**src/rtl/pipeline_ctrl.sv**
```systemverilog
// pipeline_ctrl: resolves load-use, redirect and dmem-stall hazards into pipeline enables,
// runs the IDLE/RUN/MEM_WAIT state machine and keeps saturating performance counters.
module pipeline_ctrl #(
  parameter int CNT_W = 16
) (
  input  logic             clk_i,
  input  logic             rst_i,
  input  logic             start_i,
  input  logic             clr_i,
  input  logic             idex_memread_i,
  input  logic [4:0]       idex_rt_i,
  input  logic [4:0]       ifid_rs_i,
  input  logic [4:0]       ifid_rt_i,
  input  logic             ifid_use_rt_i,
  input  logic             branch_taken_i,
  input  logic             jump_i,
  input  logic             dmem_stall_i,
  output logic             pc_we_o,
  output logic             ifid_we_o,
  output logic             ifid_flush_o,
  output logic             idex_bubble_o,
  output logic             pipe_stall_o,
  output logic [1:0]       state_o,
  output logic [CNT_W-1:0] lu_cnt_o,
  output logic [CNT_W-1:0] fl_cnt_o,
  output logic [CNT_W-1:0] ms_cnt_o,
  output logic [CNT_W-1:0] miss_cnt_o
);
  typedef enum logic [1:0] {IDLE = 2'b00, RUN = 2'b01, MEM_WAIT = 2'b10} state_t;
  state_t           r_state;
  logic [CNT_W-1:0] r_lu_cnt, r_fl_cnt, r_ms_cnt, r_miss_cnt;
  logic             w_active, w_go, w_lu, w_rd;
  assign w_active = r_state != IDLE;
  assign w_lu = idex_memread_i && idex_rt_i != 5'd0 &&
                (idex_rt_i == ifid_rs_i || (ifid_use_rt_i && idex_rt_i == ifid_rt_i));
  assign w_rd = branch_taken_i | jump_i;
  // a dmem stall freezes everything, so hazards are only acted on when w_go is set
  assign w_go = w_active & ~dmem_stall_i;
  assign pc_we_o       = w_go & ~w_lu;
  assign ifid_we_o     = w_go & ~w_lu;
  assign ifid_flush_o  = w_go & ~w_lu & w_rd;
  assign idex_bubble_o = w_go & w_lu;
  assign pipe_stall_o  = ~w_go;
  assign state_o    = r_state;
  assign lu_cnt_o   = r_lu_cnt;
  assign fl_cnt_o   = r_fl_cnt;
  assign ms_cnt_o   = r_ms_cnt;
  assign miss_cnt_o = r_miss_cnt;
  function automatic logic [CNT_W-1:0] sat_inc(input logic [CNT_W-1:0] v, input logic inc);
    return (inc && !(&v)) ? v + CNT_W'(1) : v;
  endfunction
  always_ff @(posedge clk_i or negedge rst_i) begin
    if (!rst_i) begin
      r_state <= IDLE;
    end else begin
      r_state <= r_state == IDLE ? (start_i ? RUN : IDLE) :
                 dmem_stall_i    ? MEM_WAIT :
                 start_i         ? RUN : IDLE;
    end
  end
  always_ff @(posedge clk_i or negedge rst_i) begin
    if (!rst_i) begin
      r_lu_cnt   <= '0;
      r_fl_cnt   <= '0;
      r_ms_cnt   <= '0;
      r_miss_cnt <= '0;
    end else if (clr_i) begin
      r_lu_cnt   <= '0;
      r_fl_cnt   <= '0;
      r_ms_cnt   <= '0;
      r_miss_cnt <= '0;
    end else begin
      r_lu_cnt   <= sat_inc(r_lu_cnt, idex_bubble_o);
      r_fl_cnt   <= sat_inc(r_fl_cnt, ifid_flush_o);
      r_ms_cnt   <= sat_inc(r_ms_cnt, w_active & dmem_stall_i);
      r_miss_cnt <= sat_inc(r_miss_cnt, r_state == RUN && dmem_stall_i);
    end
  end
endmodule

```
**config.mk**
```make
export PLATFORM = sky130hd
export DESIGN_NAME = pipeline_ctrl
export DESIGN_NICKNAME = d
export VERILOG_FILES = /design/src/rtl/pipeline_ctrl.sv
export SDC_FILE = /design/constraint.sdc
export NUM_CORES = 1
export LEC_CHECK = 0
export CAP_MARGIN = 20
export CORE_MARGIN = 1
export CORE_UTILIZATION = 45
export CTS_CLUSTER_SIZE = 16
export DETAILED_ROUTE_END_ITERATION = 10
export PLACE_DENSITY = 0.78
export SYNTH_ARGS = -nofsm -noshare
export SYNTH_HDL_FRONTEND = slang
export SYNTH_SLANG_ARGS = --single-unit
```
**constraint.sdc**
```tcl
create_clock -name clk_i -period 2 [get_ports clk_i]
set_input_delay 0.2 -clock clk_i [delete_from_list [all_inputs] [get_ports clk_i]]
set_output_delay 0.2 -clock clk_i [all_outputs]
set_load 0.05 [all_outputs]
```
==> results.md <==
- The flow ran to the end, and the final reports show no timing, DRC or antenna violations.
- The gate count of the mapped netlist is 400.
- Summed over all nets, the half-perimeter wirelength after detailed placement is 6960 um.
- The proportion of power drawn by combinational gates is 0.139.
- The peak supply drop is 340 uV.
- The via density per instance is 5.63.
- The initial antenna violation count is 0.
- The startpoint identified for the worst register-to-register timing path is lu_cnt_o[0]$_DFFE_PN0P_.
- The sequential cells in the finished layout cover a total of 1690 um2.
- The initial utilization of the core area, before any placement, comes to 0.471.
- The worst hold path begins at clr_i.
- The CTS root buffer is sky130_fd_sc_hd__clkbuf_8.
- Counting the buffers created by CTS gives 9.
- Ranked by total cell area, the synthesized netlist is headed by sky130_fd_sc_hd__dfrtp_1, sky130_fd_sc_hd__xor2_1, sky130_fd_sc_hd__nor2_1.
- The global-route wire length before repair is 16,600 um.
- Setup violations remaining at the end of the flow were counted as 0.
- For the pin with the worst max-slew slack, the measured transition is 0.651 ns.
- The total number of H-tree levels is 3.
- The number of failing hold endpoints at the final stage is 0.
- The share of the core filled with cells is 0.736.
- After clock tree synthesis, the clock-pin slew on the worst setup and hold paths is 0.08 ns.
- The clock insertion delay at the later pin of the skew report is 0.35 ns.
- The clock network power share is 0.401.
- Global routing finished with a remaining overflow of 0.
- For this block, the initial DRC count from the detailed router was 152.
- The number of different library cells used by synthesis comes to 44.
- The combined area of all synthesized cells is 3680 um2.
- The share of synthesized area in the top cell type comes to 0.449.
- The average size of a mapped cell is 9.20 um2.
- The leading area contributor after synthesis is sky130_fd_sc_hd__dfrtp_1.
- The first TritonRoute pass finished after 5 iterations.
- The die outline area is 8550 um2.
- Once layout is done, the placed cells without fillers occupy 5750 um2.
- For this run, design rule violations remaining after detail routing come to 0.
- The area of the placeable core is 7810 um2.
- At the end of the flow, the number of nets in the layout was 585.
- 0 antenna diodes ended up in the layout.
- The number of top-level design ports is 95.
- The number of buffers on the longest clock path is 2.
- The path class of the tightest hold or removal check is primary input to flip-flop.
- The worst hold path passes through 2 cells.
- The clock arrives with 0.0167 ns of skew.
- The number of max-cap violations is 0.
- The fraction of the cycle the final worst path needs is 0.991.
- Counting every net in the synthesized netlist gives 428.
- The floorplan die height is 92.4 um.
- The worst register-to-register path has a setup slack of 0.02 ns.
- In this run, synthesis produced a sequential element count of 66.
- The share of total power consumed by net switching is 0.259.
- The worst endpoint required time is 2.26 ns.
- The worst hold path terminates at fl_cnt_o[13]$_DFFE_PN0P_.
- Of the cells placed in the final design, the portion with a size suffix greater than 1 is 0.327.
- The share of total power dissipated in sequential elements is 0.461.
- The worst setup path is of the flip-flop to flip-flop kind.
- The post-detailed-route count of antenna-violating nets is 0.
- In the global route stage, overall resource usage came out at 0.244.
- The weighted congestion reported at the end of routability-driven placement is 0.868.
- The total area of multi-input combinational cells is 2230 um2.
- In this run the tightest slew margin relative to its limit is 0.566.
- Relative to the synthesized area, the layout overhead comes to 56.1%.
- The total placed instance area is 5200 um2.
- The kind of launch point of the worst setup path is a flip-flop.
- The shortest period the worst path allows is 1.98 ns.
- The count of fill cells added during filler insertion is 563.
- The Yosys step of the flow raised 0 warnings.
- The cell internal power dissipation is 2.19 mW.
- The total number of clock tree sinks is 66.
- Of all nets on the critical path, the largest fanout is 6.
- Port buffering added 94 buffers.
- The analysis attributes to cell leakage a power of 2.29 nW.
- The type of element capturing the critical path is a flip-flop.
- The logic depth of the worst register-to-register path is 7.
- STA puts the critical path data arrival time at 2.24 ns.
- The number of core rows is 32.
- For this run, the register share of the synthesized area comes to 0.449.
- The via count of the first global-routing pass is 3,463.
- TritonCTS built the clock tree.
- The final max-slew violation count is 0.
- For this block, the routed nets add up to 10,600 um of wire.
- The total power is 2.96 mW.
- The worst register-to-register path ends at lu_cnt_o[15]$_DFFE_PN0P_.
- The ratio of total power to cell area is 515 nW/um2.
- Setup repair after global routing could not meet its margin everywhere.
- The switching component of the power is 766 uW.
- The maximum number of pins on one net before global-route repair is 40.
- The routed wire length per instance is 15.9 um.
- Based on the critical path, the design can be clocked at up to 505 MHz.
- The die width is 92.4 um.
- The total number of vias is 3,741.
registers in the layout, summed over array words and instances, names as in the netlist:
signal and flops:
ms_cnt_o 16, lu_cnt_o 16, state_o 2, miss_cnt_o 16, fl_cnt_o 16
worst max-delay path by stage:
stage,slack [ns],from,to,cells past startpoint
6_report,0.02,lu_cnt_o[0]$_DFFE_PN0P_,lu_cnt_o[15]$_DFFE_PN0P_,7
5_1_grt,-0.02,lu_cnt_o[1]$_DFFE_PN0P_,lu_cnt_o[15]$_DFFE_PN0P_,7
4_1_cts,-0.01,fl_cnt_o[0]$_DFFE_PN0P_,fl_cnt_o[13]$_DFFE_PN0P_,7
3_5_place_dp,-0.82,idex_rt_i[3],lu_cnt_o[12]$_DFFE_PN0P_,7
3_3_place_gp,-0.64,idex_rt_i[3],lu_cnt_o[9]$_DFFE_PN0P_,7
2_1_floorplan,-0.12,fl_cnt_o[8]$_DFFE_PN0P_,fl_cnt_o[13]$_DFFE_PN0P_,6
per-layer routing:
metal	vias up	wire (um)	global-route usage
li1	1750	-	-
met1	1814	4510	0.313
met2	155	5170	0.409
met3	22	688	0.0452
met4	0	190	0.0911
met5	-	0	0
cell usage after synthesis, drive strengths merged:
cell type	instances
nand2	20
and3	6
nand4	20
ha	4
or4	11
or3b	1
and3b	1
nor4	9
and4	4
nand3	28
or3	10
o21ba	1
inv	6
mux2	10
xor2	27
a21oi	26
buf	4
and2	2
o31ai	12
nor2b	10
nor3	13
o31a	1
nand3b	2
a31oi	1
o21bai	1
or2	5
nor2	57
dfrtp	66
clkbuf	11
a211oi	2
a32oi	1
o21ai	16
mux2i	2
xnor2	9
o2111a	1
layout by cell type, fill, tap and decap left out, types with 4 or more instances in the layout:
cell type	n
sky130_fd_sc_hd__a21oi_1	22
sky130_fd_sc_hd__a21oi_2	4
sky130_fd_sc_hd__and3_1	6
sky130_fd_sc_hd__and4_1	4
sky130_fd_sc_hd__buf_12	4
sky130_fd_sc_hd__buf_2	8
sky130_fd_sc_hd__buf_4	62
sky130_fd_sc_hd__clkbuf_8	12
sky130_fd_sc_hd__clkdlybuf4s50_1	72
sky130_fd_sc_hd__dfrtp_1	38
sky130_fd_sc_hd__dfrtp_2	28
sky130_fd_sc_hd__dlygate4sd2_1	4
sky130_fd_sc_hd__inv_1	6
sky130_fd_sc_hd__mux2_2	9
sky130_fd_sc_hd__nand2_1	20
sky130_fd_sc_hd__nand3_1	22
sky130_fd_sc_hd__nand3_4	5
sky130_fd_sc_hd__nand4_1	20
sky130_fd_sc_hd__nor2_1	50
sky130_fd_sc_hd__nor2_4	4
sky130_fd_sc_hd__nor2b_1	10
sky130_fd_sc_hd__nor3_1	8
sky130_fd_sc_hd__nor4_1	5
sky130_fd_sc_hd__o21ai_0	11
sky130_fd_sc_hd__o31ai_1	12
sky130_fd_sc_hd__or3_1	9
sky130_fd_sc_hd__or4_1	6
sky130_fd_sc_hd__or4_4	4
sky130_fd_sc_hd__xnor2_1	8
sky130_fd_sc_hd__xor2_1	23
sky130_fd_sc_hd__xor2_2	4
through the flow:
stage,hold WS (ns),setup TNS (ns),std cells,setup slack [ns]
global placement,0.267,-16.61,628,-0.638
CTS,0.230,-0.0126,655,-0.0126
floorplan,-0.0956,-0.330,400,-0.122
finish,0.244,0,664,0.0179
global route,0.226,-0.0305,664,-0.0170
detailed placement,0.275,-20.48,628,-0.817
final cells by class:
cell class              count  area share
clock buffers              14      0.0300
clock inverters             2     0.00610
inverters                   6     0.00392
multi-input cells         313       0.389
flip-flops and latches     66       0.293
well taps                 102      0.0222
repair buffers            161       0.255
critical path, cell delays in order, from the launching register on:
cell and delay (ns):
sky130_fd_sc_hd__dfrtp_2 0.44, sky130_fd_sc_hd__ha_4 0.17, sky130_fd_sc_hd__and2_4 0.18, sky130_fd_sc_hd__nand3_4 0.09, sky130_fd_sc_hd__o21ai_4 0.08, sky130_fd_sc_hd__or2_4 0.29, sky130_fd_sc_hd__or4_4 0.49, sky130_fd_sc_hd__a21oi_2 0.15
power groups by stage:
stage	clock network (mW)	logic, mW	registers (mW)
2_1_floorplan	0	0.136	1.43
3_3_place_gp	0	0.366	1.39
3_5_place_dp	0	0.375	1.39
4_1_cts	1.21	0.397	1.36
5_1_grt	1.28	0.439	1.36
6_report	1.19	0.410	1.36
timing repair:
item                                    4_1_cts  5_1_grt
endpoints found under the setup margin       36       29
pin swaps                                    17       16
hold buffers                                  1        0
setup buffers                                10        9
endpoints found under the hold margin        27        0
gates resized for setup                      56       25
cell families (layout without fill, tap and decap cells):
kind of cell	after synthesis	count (layout)	synth area share
AO/OA/AOI/OAI	62	62	0.102
AND/OR/NAND/NOR	199	199	0.289
XOR/XNOR	36	36	0.0857
buffers and inverters	21	183	0.0252
flip-flops	66	66	0.449
multiplexers	12	12	0.0360
adder cells (fa/ha/maj)	4	4	0.0136
Note: power is estimated with default switching activity, not from simulation.
